==> src/rtl/br_flow_buf_pkg.sv <==
// Shared helpers for the bypass flow buffer.
// Provides counter and pointer width calculations.
package br_flow_buf_pkg;

    // Width needed to count 0..depth inclusive.
    function automatic int count_width(input int depth);
        return $clog2(depth + 1);
    endfunction

    // Width of a pointer that indexes 0..depth-1 (never zero bits).
    function automatic int ptr_width(input int depth);
        return (depth > 1) ? $clog2(depth) : 1;
    endfunction

endpackage

==> src/rtl/br_flow_buf_wrap_ptr.sv <==
// Wrapping pointer that counts 0..Depth-1 and then returns to 0.
// Ports: clk, rst (sync active-high), incr (advance), ptr (current value).
module br_flow_buf_wrap_ptr
    import br_flow_buf_pkg::*;
#(
    parameter int Depth = 2,
    localparam int PtrWidth = ptr_width(Depth)
) (
    input  logic                clk,
    input  logic                rst,
    input  logic                incr,
    output logic [PtrWidth-1:0] ptr
);

    always_ff @(posedge clk) begin
        if (rst) begin
            ptr <= '0;
        end else if (incr) begin
            if (ptr == PtrWidth'(Depth - 1)) begin
                ptr <= '0;
            end else begin
                ptr <= ptr + PtrWidth'(1);
            end
        end
    end

endmodule

==> src/rtl/br_flow_buf_bypass.sv <==
// Multi-entry FIFO with ready/valid on both sides and 0-cycle cut-through when empty.
// Ports: clk, rst; push_ready/push_valid/push_data; pop_ready/pop_valid/pop_data;
//        items (stored entries, bypassed data excluded), full, empty.
module br_flow_buf_bypass
    import br_flow_buf_pkg::*;
#(
    parameter int Width = 1,
    parameter int Depth = 2,
    parameter bit RegisterPushReady = 1'b0,
    parameter bit EnableAssertPushValidStability = 1'b1,
    parameter bit EnableAssertPushDataStability = 1'b1,
    parameter bit EnableAssertFinalNotValid = 1'b1,
    localparam int CountWidth = count_width(Depth),
    localparam int PtrWidth = ptr_width(Depth)
) (
    input  logic                  clk,
    input  logic                  rst,
    output logic                  push_ready,
    input  logic                  push_valid,
    input  logic [Width-1:0]      push_data,
    input  logic                  pop_ready,
    output logic                  pop_valid,
    output logic [Width-1:0]      pop_data,
    output logic [CountWidth-1:0] items,
    output logic                  full,
    output logic                  empty
);

    logic [Width-1:0]    mem [Depth];
    logic [Width-1:0]    head;
    logic [PtrWidth-1:0] rd_ptr;
    logic [PtrWidth-1:0] wr_ptr;
    logic                store;
    logic                buf_pop;

    assign empty = (items == '0);
    assign full  = (items == CountWidth'(Depth));

    // With a registered ready the consumer's ready cannot reopen a full buffer
    // in the same cycle; the slot shows up one cycle after the pop.
    assign push_ready = RegisterPushReady ? !full : (pop_ready || !full);

    // An empty buffer with a ready consumer forwards instead of storing.
    assign store   = push_valid && push_ready && !(empty && pop_ready);
    assign buf_pop = !empty && pop_ready;

    assign pop_valid = !empty || push_valid;
    assign pop_data  = empty ? push_data : head;

    br_flow_buf_wrap_ptr #(.Depth(Depth)) u_rd_ptr (
        .clk  (clk),
        .rst  (rst),
        .incr (buf_pop),
        .ptr  (rd_ptr)
    );

    br_flow_buf_wrap_ptr #(.Depth(Depth)) u_wr_ptr (
        .clk  (clk),
        .rst  (rst),
        .incr (store),
        .ptr  (wr_ptr)
    );

    always_ff @(posedge clk) begin
        if (rst) begin
            items <= '0;
        end else if (store && !buf_pop) begin
            items <= items + CountWidth'(1);
        end else if (!store && buf_pop) begin
            items <= items - CountWidth'(1);
        end
    end

    // Payload storage is not reset; items qualifies what is meaningful.
    // When full with a pop, wr_ptr == rd_ptr: the head is read now and
    // the slot is overwritten at the edge.
    for (genvar i = 0; i < Depth; i++) begin : g_mem
        logic we;
        assign we = store && (wr_ptr == PtrWidth'(i));
        always_ff @(posedge clk) begin
            if (we) begin
                mem[i] <= push_data;
            end
        end
    end

    if (Depth == 1) begin : g_head_one
        assign head = mem[0];
    end else begin : g_head_many
        assign head = mem[rd_ptr];
    end

    if (EnableAssertPushValidStability) begin : g_a_pv
        a_push_valid_held: assert property (@(posedge clk) disable iff (rst)
            push_valid && !push_ready |=> push_valid);
    end

    if (EnableAssertPushDataStability) begin : g_a_pd
        a_push_data_held: assert property (@(posedge clk) disable iff (rst)
            push_valid && !push_ready |=> $stable(push_data));
    end

    a_pop_held: assert property (@(posedge clk) disable iff (rst)
        pop_valid && !pop_ready |=> pop_valid && $stable(pop_data));

    a_empty_not_full: assert property (@(posedge clk) disable iff (rst)
        empty |-> !full);

    a_push_implies_pop: assert property (@(posedge clk) disable iff (rst)
        push_valid |-> pop_valid);

    if (!RegisterPushReady) begin : g_a_ready
        a_ready_path: assert property (@(posedge clk) disable iff (rst)
            pop_ready |-> push_ready);
    end

    if (EnableAssertFinalNotValid) begin : g_a_final
        final begin
            a_final_idle: assert (!pop_valid);
        end
    end

endmodule

==> config.mk <==
export PLATFORM = sky130hd
export DESIGN_NAME = br_flow_buf_bypass
export DESIGN_NICKNAME = d
export VERILOG_FILES = /design/src/rtl/br_flow_buf_pkg.sv /design/src/rtl/br_flow_buf_wrap_ptr.sv /design/src/rtl/br_flow_buf_bypass.sv
export SDC_FILE = /design/constraint.sdc
export NUM_CORES = 1
export LEC_CHECK = 0
export CAP_MARGIN = 5
export CORE_AREA = 2 2 39 41
export DETAILED_ROUTE_END_ITERATION = 6
export DIE_AREA = 0 0 41 43
export GPL_TIMING_DRIVEN = 0
export PLACE_DENSITY = 0.57
export SYNTH_ARGS = -nofsm -noshare
export SYNTH_HDL_FRONTEND = slang
export SYNTH_HIERARCHICAL = 1
export SYNTH_SLANG_ARGS = --single-unit
==> constraint.sdc <==
create_clock -name clk -period 2.6 [get_ports clk]
set_clock_uncertainty 0.15 [all_clocks]
set_input_delay 0.39 -clock clk [delete_from_list [all_inputs] [get_ports clk]]
set_output_delay 0.39 -clock clk [all_outputs]
set_load 0.005 [all_outputs]
# Word-level counts from Yosys, hierarchy flattened
# Memory sizes are Yosys's and may differ from the RTL's. A register that Yosys moved wholly into a read port is not among the register bits.
# Cells that the tools add are included.
dict set report classes {
  addsub 4
  eq_ne 1
  muxes 14
  n_bitwise 1
  reduce_logical 18
}
# operator n
set ops {}
lappend ops {{1-bit two-way mux} 12}
lappend ops {{1-bit logical AND} 8}
lappend ops {{1-bit zero test} 5}
lappend ops {{2-bit two-way mux} 2}
lappend ops {{1-bit adder (second input constant)} 2}
lappend ops {{2-bit by 1-bit adder with 2-bit output (second input constant)} 1}
lappend ops {{2-bit == test (second input constant)} 1}
lappend ops {{2-bit zero test} 1}
lappend ops {{1-bit logical OR} 2}
lappend ops {{2-bit nonzero test} 1}
lappend ops {{2-bit by 1-bit subtractor with 2-bit output (second input constant)} 1}
lappend ops {{1-bit NOT} 1}
lappend ops {{1-bit OR reduction} 1}
dict set report word_totals {
  regBits 4
  ram_bits 2
  inputBits 5
  output_inout_bits 7
  elab_cells 42
  memories 1
}
# memory words word_bits rd rd_clocked_by_memory_dff wr line_no
set mem_list {}
lappend mem_list {mem 2 1 1 1 1 br_flow_buf_bypass.sv:29} ;# logic [Width-1:0] mem [Depth];

# Longest topological paths before layout
dict set report depth {
  word_depth 10
  mapped_depth 7
  ltp_nobuf 7
}

# Hierarchy
# Netlist, hierarchy kept.
# module n_inst cells_per_inst area_each_um2 seq_area_each_um2
set modules_own_cells {}
lappend modules_own_cells {br_flow_buf_bypass 1 26 232.7 100.1}
lappend modules_own_cells {br_flow_buf_wrap_ptr 2 3 32.5 20.0}

# Worst setup path before layout
# Ideal clock, no wire load.
dict set report synth_path {
  path_kind {register -> register}
  from {register items[1]}
  to {register items[1]}
  setup_time_ns 0.070
  arrival_ns 1.629
  required_time_ns 2.380
  setup_slack_ns 0.751
  path_stages_with_launch 7
  synth_period_minus_slack_ns 1.849
  cell_sequence {dfxtp_1 xnor2_1 o21ai_0 inv_1 ha_1 or3_1 a21oi_1}
}
dict set report synth_between {
  elab_chain_len 8
  word_cells_on_any_way 19
  classes_between {add/sub (2); eq/ne (1); mux (2); reduce/logical (14)}
}
# item line_no
set synth_rtl {}
lappend synth_rtl {{start, declared} br_flow_buf_bypass.sv:24} ;# output logic [CountWidth-1:0] items,
lappend synth_rtl {{start signal, assigned} br_flow_buf_bypass.sv:68} ;# items <= items + CountWidth'(1);
lappend synth_rtl {{start signal, assigned} br_flow_buf_bypass.sv:70} ;# items <= items - CountWidth'(1);
lappend synth_rtl {{2-bit == test} br_flow_buf_bypass.sv:37} ;# assign full = (items == CountWidth'(Depth));
lappend synth_rtl {{1-bit zero test} br_flow_buf_bypass.sv:41} ;# assign push_ready = RegisterPushReady ? !full : (pop_ready || !full);
lappend synth_rtl {{1-bit logical OR} br_flow_buf_bypass.sv:41}
lappend synth_rtl {{1-bit logical AND} br_flow_buf_bypass.sv:44} ;# assign store = push_valid && push_ready && !(empty && pop_ready);
lappend synth_rtl {{1-bit logical AND *} br_flow_buf_bypass.sv:44}
lappend synth_rtl {{net store} br_flow_buf_bypass.sv:33} ;# logic store;
lappend synth_rtl {{1-bit zero test} br_flow_buf_bypass.sv:69} ;# end else if (!store && buf_pop) begin
lappend synth_rtl {{1-bit logical AND} br_flow_buf_bypass.sv:69}
lappend synth_rtl {{2-bit nonzero test (no source line)} --}
# The timed path passes the listed nets; every way through them passes the cells marked *. The select of a mux whose other input is x is not followed.
# A chain may end at the register's enable or synchronous reset.

# Final worst setup path
dict set report layout_path {
  from {input port pop_ready}
  to {register items[1]}
}
dict set report layout_between {
  elab_chain_len 6
  word_cells_on_any_way 12
  classes_between {mux (1); reduce/logical (11)}
}
# item line_no
set layout_rtl {}
lappend layout_rtl {{start, declared} br_flow_buf_bypass.sv:21} ;# input logic pop_ready,
lappend layout_rtl {{1-bit logical OR or 1-bit logical AND (tied branches)} {br_flow_buf_bypass.sv:41, br_flow_buf_bypass.sv:44}}
lappend layout_rtl {{1-bit logical AND or 1-bit zero test (tied branches)} br_flow_buf_bypass.sv:44}
lappend layout_rtl {{1-bit logical AND *} br_flow_buf_bypass.sv:44}
lappend layout_rtl {{net store} br_flow_buf_bypass.sv:33}
lappend layout_rtl {{1-bit zero test} br_flow_buf_bypass.sv:69}
lappend layout_rtl {{1-bit logical AND} br_flow_buf_bypass.sv:69}
lappend layout_rtl {{2-bit nonzero test (no source line)} --}
# The timed path passes the listed nets; every way through them passes the cells marked *.

==> metrics.cfg <==
[drt]
wl_um=591
drt-pass1-iter-count=2
routed_wire_length_per_instance_um=9.381
drc_errors=0
detail-route-antenna-nets=0
detailedRoute.firstIterationViolations=2
route.vias.total=247
vias_per_cell=3.921

[clock_network]
cts_resized=0
tritoncts.num_buffers=3
clk_transition_reported_paths_ps=50
max-clock-path-buffers=2
clock_latency_ps=240
clkSinkCount=6
clock_tree.root_cell=sky130_fd_sc_hd__clkbuf_4
post_cts.repair.setup_buffers=0
cts.htree.levels=1
cts_hold_buf=0
clock_tree_from_tritoncts=done

[sta]
report.final.hold_viol_count=0
setup_tns_ps=0
achievable-frequency_mhz=446.9
grt_setup_unrepaired=no
number_of_pins_with_negative_max_slew_slack_in_the_final_report=0
tightestPinTransition_ps=341.9
layout_min_cycle_time_ps=2238
max_slew_margin_pct=76.97
finalSetupViolCount=0
min_period_over_period_pct=86.07
setup_slack_ps=362.1

[setup_path]
crit_slowest_cell=sky130_fd_sc_hd__clkdlybuf4s50_1
critPathKind=input pin to flop
critical_path_peak_fanout=3
worst_setup_path_start_kind=input pin
cp_data_required_time_ps=2620
worst_setup_path_end_kind=flop
slowest_delay_ps=450
critical_path.cell_chain=clkdlybuf4s50_1, xnor2_1, o21ai_0, inv_1, ha_1, or3_1, a21oi_1
critPathTopFamily=buffers and inverters
critical_path_arrival_ps=2260
path_buf_inv=2

[logic_synthesis]
synth_common_cells=sky130_fd_sc_hd__nor2_1 (6), sky130_fd_sc_hd__dfxtp_1 (4), sky130_fd_sc_hd__o21ai_0 (4)
mappedNetlistNets=38
synth.ff_latch_count=6
synth_area_leaders=sky130_fd_sc_hd__dfxtp_1 (27%), sky130_fd_sc_hd__edfxtp_1 (20%), sky130_fd_sc_hd__xnor2_1 (8.8%)
synth-async-reset-ratio_pct=0
synth_area_um2=297.8
synthCells=32
synth_top_cell_area_share_pct=26.89
netlist-cell-type-count=15
post_synth.cell_area_avg_um2=9.306
synth_top_flop_cell=sky130_fd_sc_hd__dfxtp_1
yosysWarningCount=6
synth_edf_count=2
synth_sequential_area_ratio_pct=47.06
yosys.cell_count.top_type=sky130_fd_sc_hd__nor2_1
yosys.area.top_type=sky130_fd_sc_hd__dfxtp_1

[floorplan]
pin_count=12
row_cnt=14
core_box_area_um2=1384
dieArea_um2=1763
start_util_pct=21.52
die_w_um=41
die_h_um=43

[layout]
synthToLayoutAreaGrowth_pct=52.52
number_of_fill_cells_in_the_layout=160
finish.net_count=54
drive_above_1_share_pct=10.64
final_instance_count_excl_fillers=63
final_core_util_pct=32.82
antenna_cells=0

[power_and_ir_drop]
powerDensity_nw_per_um2=964.7
ir_worst_vdd_mv=0.4419
totalPowerFinal_uw=438.2
power_leakage_uw=0.0001837

[status]
status=finished clean

[hold_path]
min_path_type=flop to flop

[placement]
globalplace.congestion=0.7129
preCtsSetupSlack_ps=107.4
placement.io_buffers=11
post-place-cells=59

[global_routing]
grt_pass1_vias=245
grt_pass1_wl_mm=1.007
gr-total-overflow=0
grt_antenna_before_repair=0
grt_max_degree=9
grt.total_usage_pct=8.761

[job]
max_cap_viol_count=0

==> layer usage <==
layer | track usage, % | vias up | wire, um
met2 | 12.19 | 5 | 285
met5 | 0 | - | 0
met3 | 6.283 | 0 | 25
met4 | 2.000 | 0 | 0
li1 | - | 134 | -
met1 | 10.71 | 108 | 280
==> area by class of cell <==
class / count / area, um^2 / area share [%]
clock buffer: 4 / 26.28 / 5.785
inverter: 3 / 11.26 / 2.479
tap: 16 / 20.02 / 4.408
multi-input combinational: 23 / 146.4 / 32.23
timing repair buffer: 11 / 110.1 / 24.24
sequential: 6 / 140.1 / 30.85
==> cells by family after synthesis <==
| family | share of synthesized area, % |
|---|---|
| and+or+nand+nor | 18.49 |
| xor gates and xnor gates | 14.71 |
| AOI/OAI and AO/OA | 8.402 |
| muxes | 3.361 |
| adders and majority gates | 4.201 |
| buffers and inverters | 3.781 |
| DFF | 47.06 |
==> sequential cells by signal, summed over array words and instances (netlist names) <==
signal,cells
items,2
u_wr_ptr/ptr,1
u_rd_ptr/ptr,1
mem,2
==> final timing paths <==
| path | slack [ps] | end | start | depth (start not counted) |
|---|---|---|---|---|
| worst max register to register | 570 | items[1]$_SDFFE_PP0P_ | items[1]$_SDFFE_PP0P_ | 6 |
| worst min-delay path | 400 | u_rd_ptr/ptr$_SDFFE_PP0P_ | u_rd_ptr/ptr$_SDFFE_PP0P_ | 2 |
| worst max-delay path | 360 | items[1]$_SDFFE_PP0P_ | pop_ready | 7 |
| worst min register to register | 400 | u_rd_ptr/ptr$_SDFFE_PP0P_ | u_rd_ptr/ptr$_SDFFE_PP0P_ | 2 |
==> metrics by stage <==
step	hold slack [ps]	instance area, um^2
finish	398.4	454.2
floorplan	309.1	297.8
global route	430.1	454.2
detailed placement	390.0	427.9
global placement	377.3	427.9
CTS	408.9	454.2
==> power breakdown <==
part / internal (uW) / switching, uW / leakage, uW / total (uW)
logic: 119 / 70.2 / 0.000117 / 189
clock network: 58.3 / 35.7 / 0.0000150 / 94.0
registers: 125 / 29.9 / 0.0000515 / 155
==> worst min-delay path, stage by stage, from the launching register on <==
cell and delay [ps]:
sky130_fd_sc_hd__dfxtp_1 360, sky130_fd_sc_hd__xnor2_1 80, sky130_fd_sc_hd__nor2_1 70
==> placed cells by master, fill, tap and decap left out, types with 2 or more instances in the layout <==
master / n
sky130_fd_sc_hd__dfxtp_1: 4
sky130_fd_sc_hd__clkbuf_4: 3
sky130_fd_sc_hd__inv_1: 3
sky130_fd_sc_hd__edfxtp_1: 2
sky130_fd_sc_hd__xnor2_1: 3
sky130_fd_sc_hd__clkdlybuf4s50_1: 11
sky130_fd_sc_hd__xor2_1: 2
sky130_fd_sc_hd__nor2_1: 6
sky130_fd_sc_hd__o21ai_0: 4
Power figures use the tool's default switching activity.
